**src/rtl/conf_reg_responder_if.sv**
```systemverilog
// Config write channel: valid/ready handshake carrying address and data.
// master drives c_valid/c_addr/c_data; slave drives c_ready.
interface conf_reg_responder_if #(
    parameter int C_ADDR_WIDTH = 8,
    parameter int C_DATA_WIDTH = 16
);
    logic                    c_valid;
    logic [C_ADDR_WIDTH-1:0] c_addr;
    logic [C_DATA_WIDTH-1:0] c_data;
    logic                    c_ready;

    modport master (
        output c_valid,
        output c_addr,
        output c_data,
        input  c_ready
    );

    modport slave (
        input  c_valid,
        input  c_addr,
        input  c_data,
        output c_ready
    );
endinterface

```
**src/rtl/conf_reg_responder.sv**
```systemverilog
// Config register responder: accepts writes on cif (slave), commits them
// into a register bank, tracks lock state and rejected writes.
// Ports: clk, rst_n (sync, active-low), cif (c_valid/c_addr/c_data/c_ready),
// cfg_regs (flattened bank), cfg_update/cfg_update_idx (write strobe),
// cfg_locked (CTRL bit0), err_cnt (saturating reject count).
// Macro CONF_SHADOW_EN: data writes land in a shadow bank that is copied
// to cfg_regs by a CTRL write with bit1 set.
module conf_reg_responder #(
    parameter int                    C_ADDR_WIDTH = 8,
    parameter int                    C_DATA_WIDTH = 16,
    parameter int                    NUM_REGS     = 8,
    parameter logic [C_ADDR_WIDTH-1:0] CTRL_ADDR  = 8'hFF,
    localparam int                   IDX_W        = $clog2(NUM_REGS)
) (
    input  logic                             clk,
    input  logic                             rst_n,
    conf_reg_responder_if.slave              cif,
    output logic [NUM_REGS*C_DATA_WIDTH-1:0] cfg_regs,
    output logic                             cfg_update,
    output logic [IDX_W-1:0]                 cfg_update_idx,
    output logic                             cfg_locked,
    output logic [7:0]                       err_cnt
);

    localparam logic [C_ADDR_WIDTH-1:0] NREG_A = C_ADDR_WIDTH'(NUM_REGS);

    typedef enum logic [1:0] {
        ST_IDLE,
        ST_COMMIT,
        ST_ACK
    } state_t;

    state_t state_q, state_d;

    logic [C_ADDR_WIDTH-1:0] addr_q;
    logic [C_DATA_WIDTH-1:0] data_q;
    logic                    pend_q;
    logic [IDX_W-1:0]        idx_q;
    logic                    locked_q;
    logic [7:0]              err_q;
    logic [C_DATA_WIDTH-1:0] regs_q [NUM_REGS];
`ifdef CONF_SHADOW_EN
    logic [C_DATA_WIDTH-1:0] shadow_q [NUM_REGS];
`endif

    logic hit_data;
    logic hit_ctrl;

    // CTRL_ADDR >= NUM_REGS, so the two hits are mutually exclusive.
    // Full-width compares: no aliasing of upper address bits.
    assign hit_data = (addr_q < NREG_A) && !locked_q;
    assign hit_ctrl = (addr_q == CTRL_ADDR);

    // Ready comes straight from the state flop, never from c_valid.
    assign cif.c_ready    = (state_q == ST_IDLE);
    assign cfg_update     = (state_q == ST_ACK) && pend_q;
    assign cfg_update_idx = idx_q;
    assign cfg_locked     = locked_q;
    assign err_cnt        = err_q;

    for (genvar g = 0; g < NUM_REGS; g++) begin : g_flat
        assign cfg_regs[g*C_DATA_WIDTH +: C_DATA_WIDTH] = regs_q[g];
    end

    always_ff @(posedge clk) begin
        if (!rst_n) state_q <= ST_IDLE;
        else        state_q <= state_d;
    end

    always_comb begin
        state_d = state_q;
        unique case (state_q)
            ST_IDLE:   if (cif.c_valid) state_d = ST_COMMIT;
            ST_COMMIT: state_d = ST_ACK;
            ST_ACK:    state_d = ST_IDLE;
            default:   state_d = ST_IDLE;
        endcase
    end

    always_ff @(posedge clk) begin
        if (!rst_n) begin
            addr_q   <= '0;
            data_q   <= '0;
            pend_q   <= 1'b0;
            idx_q    <= '0;
            locked_q <= 1'b0;
            err_q    <= '0;
            for (int i = 0; i < NUM_REGS; i++) begin
                regs_q[i] <= '0;
`ifdef CONF_SHADOW_EN
                shadow_q[i] <= '0;
`endif
            end
        end else begin
            unique case (state_q)
                ST_IDLE: begin
                    if (cif.c_valid) begin
                        addr_q <= cif.c_addr;
                        data_q <= cif.c_data;
                    end
                end
                ST_COMMIT: begin
                    unique case (1'b1)
                        hit_data: begin
`ifdef CONF_SHADOW_EN
                            shadow_q[addr_q[IDX_W-1:0]] <= data_q;
`else
                            regs_q[addr_q[IDX_W-1:0]] <= data_q;
                            pend_q <= 1'b1;
                            idx_q  <= addr_q[IDX_W-1:0];
`endif
                        end
                        hit_ctrl: begin
                            // New lock value governs the next transfer.
                            locked_q <= data_q[0];
`ifdef CONF_SHADOW_EN
                            if (data_q[1]) begin
                                regs_q <= shadow_q;
                                pend_q <= 1'b1;
                                idx_q  <= '0;
                            end
`endif
                        end
                        default: begin
                            if (err_q != 8'hFF) err_q <= err_q + 8'd1;
                        end
                    endcase
                end
                ST_ACK: pend_q <= 1'b0;
                default: ;
            endcase
        end
    end

endmodule
```
**src/flat_wrapper.sv**
```systemverilog
// flat-port wrapper written by rule: the top's interface ports become plain ports
module conf_reg_responder_flat 
#(
    parameter int                    C_ADDR_WIDTH = 8,
    parameter int                    C_DATA_WIDTH = 16,
    parameter int                    NUM_REGS     = 8,
    parameter logic [C_ADDR_WIDTH-1:0] CTRL_ADDR  = 8'hFF,
    localparam int                   IDX_W        = $clog2(NUM_REGS)
)
  (clk, rst_n, cfg_regs, cfg_update, cfg_update_idx, cfg_locked, err_cnt, cif_c_valid, cif_c_addr, cif_c_data, cif_c_ready);
  conf_reg_responder_if #(.C_ADDR_WIDTH(C_ADDR_WIDTH), .C_DATA_WIDTH(C_DATA_WIDTH)) cif_i ();
  input  logic clk;
  input  logic rst_n;
  output logic [NUM_REGS*C_DATA_WIDTH-1:0] cfg_regs;
  output logic cfg_update;
  output logic [IDX_W-1:0] cfg_update_idx;
  output logic cfg_locked;
  output logic [7:0] err_cnt;
  input wire logic [$bits(cif_i.c_valid)-1:0] cif_c_valid;
  input wire logic [$bits(cif_i.c_addr)-1:0] cif_c_addr;
  input wire logic [$bits(cif_i.c_data)-1:0] cif_c_data;
  output wire logic [$bits(cif_i.c_ready)-1:0] cif_c_ready;
  assign cif_i.c_valid = cif_c_valid;
  assign cif_i.c_addr = cif_c_addr;
  assign cif_i.c_data = cif_c_data;
  assign cif_c_ready = cif_i.c_ready;
  conf_reg_responder #(.C_ADDR_WIDTH(C_ADDR_WIDTH), .C_DATA_WIDTH(C_DATA_WIDTH), .NUM_REGS(NUM_REGS), .CTRL_ADDR(CTRL_ADDR)) u_core (.clk(clk), .rst_n(rst_n), .cif(cif_i), .cfg_regs(cfg_regs), .cfg_update(cfg_update), .cfg_update_idx(cfg_update_idx), .cfg_locked(cfg_locked), .err_cnt(err_cnt));
endmodule
```
**config.mk**
```make
export PLATFORM = sky130hd
export DESIGN_NAME = conf_reg_responder_flat
export DESIGN_NICKNAME = d
export VERILOG_FILES = /design/src/rtl/conf_reg_responder_if.sv /design/src/rtl/conf_reg_responder.sv /design/src/flat_wrapper.sv
export SDC_FILE = /design/constraint.sdc
export NUM_CORES = 1
export LEC_CHECK = 0
export CELL_PAD_IN_SITES_DETAIL_PLACEMENT = 1
export CELL_PAD_IN_SITES_GLOBAL_PLACEMENT = 1
export CORE_AREA = 2 2 132 134
export DETAILED_ROUTE_END_ITERATION = 16
export DIE_AREA = 0 0 134 136
export HOLD_SLACK_MARGIN = 0.08
export MAX_ROUTING_LAYER = met4
export PLACE_DENSITY_LB_ADDON = 0.1
export SYNTH_ARGS = -nofsm -noshare
export SYNTH_HDL_FRONTEND = slang
export SYNTH_SLANG_ARGS = --single-unit
```
**constraint.sdc**
```tcl
create_clock -name clk -period 2.84 [get_ports clk]
set_input_delay 0.284 -clock clk [delete_from_list [all_inputs] [get_ports clk]]
set_output_delay 0.284 -clock clk [all_outputs]
set_load 0.02 [all_outputs]
```
==> results.toml, run 1 <==
[run_status]
status = "finished, final reports clean"

[worst_setup_path]
required_ns = 2.95
crit_type = "reg2reg"
worstSetupEndpointType = "flip-flop"
crit_path_start_kind = "flip-flop"
r2r-start = "u_core.addr_q[7]"
r2r_slack_ns = 0.57
worst-path-max-fanout = 17
r2r_end = "u_core.regs_q[1][5]"
r2r_cells = 6
worstPathArrival_ns = 2.39

[clocking]
clkLatencyLatePin_ns = 0.42
cts_resized = 0
clock-sinks = 167
h-tree-depth = 4
holdBufCountCts = 0
cts_buffers = 17
post_cts_buffers = 0
root_buffer = "clkbuf_16"
cts_tree = "yes"
cts.clk_slew.worst_paths_ns = 0.06
clock_path_buffers = 2

[synth]
yosys-top-cells-area = "edfxtp_1, and2_1, dfxtp_1"
yosysWarnings = 0
netlist.area_leader.share_pct = 59.8
ys_types = 31
syn_area_per_cell_um2 = 13.3
yosysSeqAreaShare_pct = 71.9
syn-num-nets = 510
ys.flop_type = "edfxtp_1"
synthArstFlopShare_pct = 0
yosysTopAreaCell = "edfxtp_1"
syn_area_um2 = 6430
synthCells = 482
synth_edf_count = 128
ys_seq_elements = 167

[worst_hold_path]
hold_class = "in2reg"
whs_path_depth = 3
hp-start = "cif_c_addr[2]"
worstHoldEndpoint = "u_core.addr_q[2]"

[timing]
tightest_slew_ns = 0.875
max_freq_mhz = 440
hold_viol_final = 0
fin_worst_skew_ns = 0.00740
setup_tns_ns = 0
finalMaxSlewViolations = 0
setup_violations = 0
maxSlewHeadroom_pct = 41.7
timing.final.crit_share_pct = 80.1
rsz0062_at_grt = "false"
fin_crit_ns = 2.27

[detailed_routing]
first_pass_iters = 4
antenna_left = 0
via_per_inst = 4.75
routed-via-count = 4289
drtIter0Drc = 175
drc = 0
drt_wl_total_um = 17000
wire_per_inst_um = 18.9

[floorplanning]
io_pins = 169
dieArea_um2 = 18200
placement_rows = 48
die_h_um = 136
die_w_um = 134
initial_utilization_pct = 38.1
core_area_um2 = 16900

[job]
cap_violations = 0

[power_and_ir_drop]
p_leak_nw = 3.26
p_per_area_nw_per_um2 = 600
irDropWorstVdd_mv = 0.390

[global_route]
grt_overflow = 0
grt_pass1_vias = 4430
grt_max_degree = 26
antenna_found_initial = 0
grt_pass1_wl_um = 25500
grt_use_total_pct = 19.6

[final_layout]
final_common_cell = "clkdlybuf4s50_1"
final_nets = 693
drive_above_1_share_pct = 7.08
syn_to_final_growth_pct = 39.6
antenna-diode-count = 0
layout.cells.non_filler = 903
final_util_pct = 53.2
final_cell_mix = "clkdlybuf4s50_1, and2_1, edfxtp_1"
fin_area_um2 = 8980

[placed_design]
place_area_um2 = 8430
gp_congestion = 0.772
hpwl_um = 12400
io_buffers = 168
dp_cells = 871
## metal layers
layer  part of all wire [%]  global-route usage (%)  vias to the layer above
met5                      0                       -                        -
met3                    5.1                    3.95                       15
li1                       -                       -                     2039
met4                    1.2                    6.03                        0
met2                     54                    35.0                      126
met1                     40                    22.1                     2109
## cell families (layout without fill, tap and decap cells)
group / after synthesis / count (layout) / share of synthesized area, %
adder cells (fa/ha/maj): 1 / 1 / 0.195
multiplexers: 10 / 10 / 1.56
flip-flops: 167 / 167 / 71.9
AND/OR/NAND/NOR: 243 / 243 / 21.7
buffers and inverters: 25 / 221 / 1.67
AO/OA/AOI/OAI: 36 / 36 / 3.00
## how the worst max path moves through the flow
stage | slack [ns] | to | depth (start not counted) | start
finish | 0.57 | u_core.regs_q[1][5] | 6 | u_core.addr_q[7]
global route | 0.37 | u_core.regs_q[1][4] | 6 | u_core.addr_q[7]
CTS | 0.56 | u_core.regs_q[1][5] | 6 | u_core.addr_q[7]
detailed placement | 0.27 | u_core.regs_q[5][6] | 6 | rst_n
global placement | 0.32 | u_core.regs_q[5][7] | 6 | rst_n
floorplan | 0.20 | u_core.regs_q[3][0] | 3 | u_core.cfg_locked
## Yosys cell counts, types with 2 or more instances
| master | count |
|---|---|
| edfxtp_1 | 128 |
| nor2_1 | 11 |
| nand2_1 | 60 |
| nor4_4 | 2 |
| inv_1 | 3 |
| nor3_1 | 4 |
| clkbuf_1 | 11 |
| buf_2 | 11 |
| nor3_2 | 3 |
| mux2i_1 | 10 |
| nor4_1 | 3 |
| o31ai_1 | 2 |
| or4_1 | 2 |
| nand4_1 | 5 |
| dfxtp_1 | 39 |
| nand3_1 | 5 |
| and2_1 | 129 |
| nand2b_1 | 11 |
| a21oi_1 | 27 |
| o21ai_0 | 5 |
## worst max-delay path: stages (launching register included)
cell and delay (ns):
dfxtp_1 0.35, nor4_4 0.40, nand4_1 0.31, and2b_1 0.33
buf_4 0.19, nand2b_1 0.12, buf_4 0.26
## through the flow
step,power (W),hold WS (ns),setup slack (ns)
floorplan,0.00302,0.420,0.197
global placement,0.00327,0.458,0.325
detailed placement,0.00329,0.468,0.271
CTS,0.00543,0.398,0.555
global route,0.00556,0.409,0.373
finish,0.00539,0.405,0.565
## where the power goes
part / switching, W / internal, W / total [W]
combinational: 0.000241 / 0.000188 / 0.000429
clock: 0.000888 / 0.00127 / 0.00216
sequential: 0.0000880 / 0.00271 / 0.00280
total: 0.00122 / 0.00417 / 0.00539
## final cells by class
cell class                 instances  area [um2]
clock buffer                      20         437
clock inverter                    12         110
fill                            1690        7900
inverter                           3        11.3
multi-input combinational        290        1700
sequential                       167        4620
tap                              225         282
timing repair buffer             186        1820
## state kept, by name, indices dropped and copies added (netlist names)
register	flops
u_core.cfg_locked	1
u_core.pend_q	1
u_core.err_cnt	8
u_core.regs_q	128
u_core.state_q	2
u_core.cfg_update_idx	3
u_core.addr_q	8
u_core.data_q	16
Note: power is estimated with default switching activity, not from simulation.
==> inputs of run 2 (changes only) <==
==> constraint.sdc (replaced) <==
create_clock -name clk -period 2.2 [get_ports clk]
set_input_delay 0.22 -clock clk [delete_from_list [all_inputs] [get_ports clk]]
set_output_delay 0.22 -clock clk [all_outputs]
set_load 0.02 [all_outputs]
==> run 2 against run 1 <==
Effect of this change:
- utilization up 1.0 points
- setup slack worse by 0.30 ns
- total power up 33%
- sequential share of layout area down 0.98 points
- hold slack worse by 0.058 ns
- routed wire length down 0.77%
- die area unchanged
- critical path type unchanged
==> results.toml, run 2 (synthesis gave the netlist of run 1 again) <==
[power_and_ir_drop]
p_per_area_nw_per_um2 = 782
p_leak_nw = 3.37
irDropWorstVdd_mv = 0.489

[floorplanning]
die_w_um = 134
dieArea_um2 = 18200
io_pins = 169
die_h_um = 136
placement_rows = 48
initial_utilization_pct = 38.1
core_area_um2 = 16900

[worst_setup_path]
path_delay_family = "simple AND/OR/NAND/NOR gates"
crit_slowest_cell = "nor4_4"
worstSetupEndpointType = "flip-flop"
crit_type = "reg2reg"
required_ns = 2.33
worstPathArrival_ns = 2.06
worst-path-max-fanout = 16
worstPathCellList = "nor4_4, nand4_1, buf_4, o21ai_1, buf_12"
max_stage_delay_ns = 0.41
cp_num_buf_inv = 2
crit_path_start_kind = "flip-flop"

[final_layout]
final_cell_mix = "clkdlybuf4s50_1, and2_1, edfxtp_1"
largest_reg_flops = 128
top_register = "u_core.regs_q"
multi_input_area_um2 = 1700
drive_above_1_share_pct = 9.21
final_nets = 699
antenna-diode-count = 0
regArea_um2 = 4620
reg.largest.list = "u_core.regs_q x128, u_core.data_q x16"
final_common_cell = "clkdlybuf4s50_1"
fill_cells = 1686
syn_to_final_growth_pct = 42.3

[timing]
hold_viol_final = 0
fin_crit_ns = 1.93
finalMaxSlewViolations = 0
fin_worst_skew_ns = 0.00968
setup_violations = 0
rsz0062_at_grt = "false"
tightest_slew_ns = 0.601
timing.final.crit_share_pct = 87.8
max_freq_mhz = 518
maxSlewHeadroom_pct = 59.6
setup_slack_ns = 0.269
setup_tns_ns = 0

[clocking]
clkLatencyLatePin_ns = 0.42
clock_path_buffers = 2
holdBufCountCts = 0
clock-sinks = 167
h-tree-depth = 4
root_buffer = "clkbuf_16"
cts.clk_slew.worst_paths_ns = 0.06
cts_tree = "yes"
cts_buffers = 17

[run_status]
status = "finished, final reports clean"

[global_route]
grt_pass1_vias = 4447
grt_max_degree = 26
grt_pass1_wl_um = 25400
grt_overflow = 0
grt_use_total_pct = 19.7
antenna_found_initial = 0

[placed_design]
hpwl_um = 12400
gp_congestion = 0.786
io_buffers = 168
place_ws_ns = 0.235

[detailed_routing]
drt_wl_total_um = 16900
drtIter0Drc = 178
via_per_inst = 4.74
wire_per_inst_um = 18.6
antenna_left = 0
routed-via-count = 4305
drc = 0
first_pass_iters = 4

[job]
cap_violations = 0

[worst_hold_path]
hold_class = "in2reg"
[run 2: path summary, 6_finish.rpt]
kind / to / cells after the start / from / slack [ns]
worst min-delay path: u_core.addr_q[0] / 3 / cif_c_addr[0] / 0.35
worst max register to register: u_core.regs_q[7][15] / 5 / u_core.addr_q[7] / 0.27
worst min register to register: u_core.pend_q / 2 / u_core.pend_q / 0.48
worst max-delay path: u_core.regs_q[7][15] / 5 / u_core.addr_q[7] / 0.27
[run 2: power breakdown]
part           internal (W)  total [W]  switching (W)
Sequential          0.00350    0.00361       0.000112
Combinational      0.000266   0.000583       0.000317
Clock               0.00174    0.00296        0.00122
Total               0.00551    0.00716        0.00165
[run 2: tightest hold or removal path, stage by stage]
cell and delay, ns:
clkdlybuf4s50_1 0.39, nand2_1 0.06, a21oi_1 0.05
[run 2: area by class of cell]
| cell class | instances | area share [%] |
|---|---|---|
| multi-input cells | 290 | 18.6 |
| repair buffers | 192 | 21.2 |
| well taps | 225 | 3.08 |
| clock inverters | 13 | 1.59 |
| clock buffers | 19 | 4.95 |
| flip-flops and latches | 167 | 50.5 |
| inverters | 3 | 0.123 |
[run 2: timing repair]
action | CTS | global route
hold endpoints to repair | 0 | 0
setup buffers | 0 | 0
resized for setup | 0 | 1
endpoints found under the setup margin | 0 | 1
[run 2: layer usage]
metal  wire length, um  share of wire (%)  track usage, %  vias to the layer above
met2              9190                 54            35.1                      117
met3               769                4.6            4.06                       17
met5                 0                  0               -                        -
met4               201                1.2            5.97                        0
met1              6730                 40            22.3                     2118
li1                  -                  -               -                     2053
[run 2: metrics by stage]
step / power [W] / instance area, um2 / hold WS [ns] / utilization (%) / instances
floorplan: 0.00390 / 6430 / 0.356 / - / 482
global placement: 0.00425 / 8550 / 0.459 / 50.7 / 877
detailed placement: 0.00428 / 8550 / 0.481 / 50.7 / 877
CTS: 0.00722 / 9150 / 0.331 / 54.2 / 909
global route: 0.00737 / 9150 / 0.346 / 54.2 / 909
finish: 0.00716 / 9150 / 0.346 / 54.2 / 909
==> RTL edit, RTL diff (flow settings as in run 2) <==
Re-encode `state_t` (3 states) as one-hot, 3 bits wide.
--- a/src/rtl/conf_reg_responder.sv
+++ b/src/rtl/conf_reg_responder.sv
@@ -24,10 +24,10 @@
 
     localparam logic [C_ADDR_WIDTH-1:0] NREG_A = C_ADDR_WIDTH'(NUM_REGS);
 
-    typedef enum logic [1:0] {
-        ST_IDLE,
-        ST_COMMIT,
-        ST_ACK
+    typedef enum logic [2:0] {
+        ST_IDLE   = 3'b001,
+        ST_COMMIT = 3'b010,
+        ST_ACK    = 3'b100
     } state_t;
 
     state_t state_q, state_d;
Check against the original RTL: same outputs for any inputs over 4 cycles, from zero or initial values and one cycle with rst_n low; so few cycles prove little.
==> RTL edit against run 2 <==
Critical path depth did not move; power is 0.92% lower; routed wire length up 3.5%; design area is 2.3% higher; synthesized area up 1.9%; sequential cell count up 1; setup slack lost 220 ps.
==> RTL edit: results (changes against run 2) <==
* Non-clock inverter count at 2 (-1)
* Worst R2R Start: u_core.addr_q[6]
* Clock buffer cells at 26 (+7)
* First-pass GRT wire length at 26000 um (+2.5%)
* Final Instance Area at 9360 um^2 (+2.3%)
* Worst-Margin Slew at 521 ps (-79.8 ps)
* Iter 0 DRT Violations at 205 (+15%)
* Dpl ws at -44.4 ps (-279 ps)
* Multi-input combinational cell area at 1890 um^2 (+11%)
* Gr usage total at 20.2% (+0.56 points)
* Dpl cell area at 8680 um^2 (+1.5%)
* DP Wirelength at 12200 um (-1.4%)
* WL/cell at 19.1 um (+2.9%)
* Synth cell count leaders: and2_1 (134), edfxtp_1 (128), nand2_1 (60)
* Slowest stage delay, CP at 540 ps (+130 ps)
* Multi-input gates at 288 (-0.69%)
* Worst hold slack at 355 ps (+8.79 ps)
* Syn Nets at 504 (-1.2%)
* Placed Instances at 874 (-0.34%)
* Worst Setup EP: u_core.regs_q[2][2]
* Flop2flop setup slack at 50 ps (-220 ps)
* Synth top area cells: edfxtp_1 (59%), and2_1 (13%), dfxtp_1 (12%), nand2_1 (3.4%), a21boi_0 (2.9%)
* CP max FO at 8 (-8)
* Netlist cell types at 35 (+13%)
* Peak VDD IR at 0.589 mV (+21%)
* Slowest CP cell: or4_4
* Mean post-synth cell area at 13.8 um^2 (+3.2%)
* Routed vias/inst at 4.74 (about the same)
* Signal buffers share of area at 21.2% (-0.026 points)
* WHS Endpoint: u_core.addr_q[7]
* Routability cong. at 0.785 (-0.10%)
* FF/Latch Area at 4650 um^2 (+0.49%)
* Signal buffers at 199 (+3.6%)
* Worst Skew at 11.3 ps (+1.57 ps)
* Hold_sp: cif_c_addr[7]
* Outcome: completed
* Total number of vias at 4331 (+0.60%)
* Final #Nets at 704 (+0.72%)
* Fmax at 466 MHz (-10%)
* Critical path arrival at 2270 ps (+210 ps)
-- RTL edit: per-layer routing --
layer	vias up	part of all wire [%]	global-route usage, %
met5	-	0	-
met4	0	2.1	7.03
met3	26	4.6	5.07
met2	108	52	34.2
met1	2152	41	23.6
li1	2045	-	-
-- RTL edit: what timing repair did --
item	in CTS	in global routing
setup buffers	3	2
endpoints found under the setup margin	32	191
cloned	2	1
pin swaps	6	2
gates resized for setup	6	6
hold endpoints to repair	0	0
-- RTL edit: cells by family (layout without fill, tap and decap cells) --
family          after synthesis  in the layout  synth area share (%)
simple gates                240            243                  22.3
mux                           6              6                 0.916
fa+ha+maj                     1              1                 0.191
buf+inv                      23            233                  1.66
xor+xnor                      3              3                 0.401
compound gates               35             35                  3.72
flops                       168            168                  70.9
-- RTL edit: report_power, final --
part | switching [W] | internal (W) | total, W
clock | 0.00114 | 0.00172 | 0.00286
sequential | 0.000111 | 0.00352 | 0.00363
combinational | 0.000320 | 0.000276 | 0.000596
total | 0.00158 | 0.00552 | 0.00709
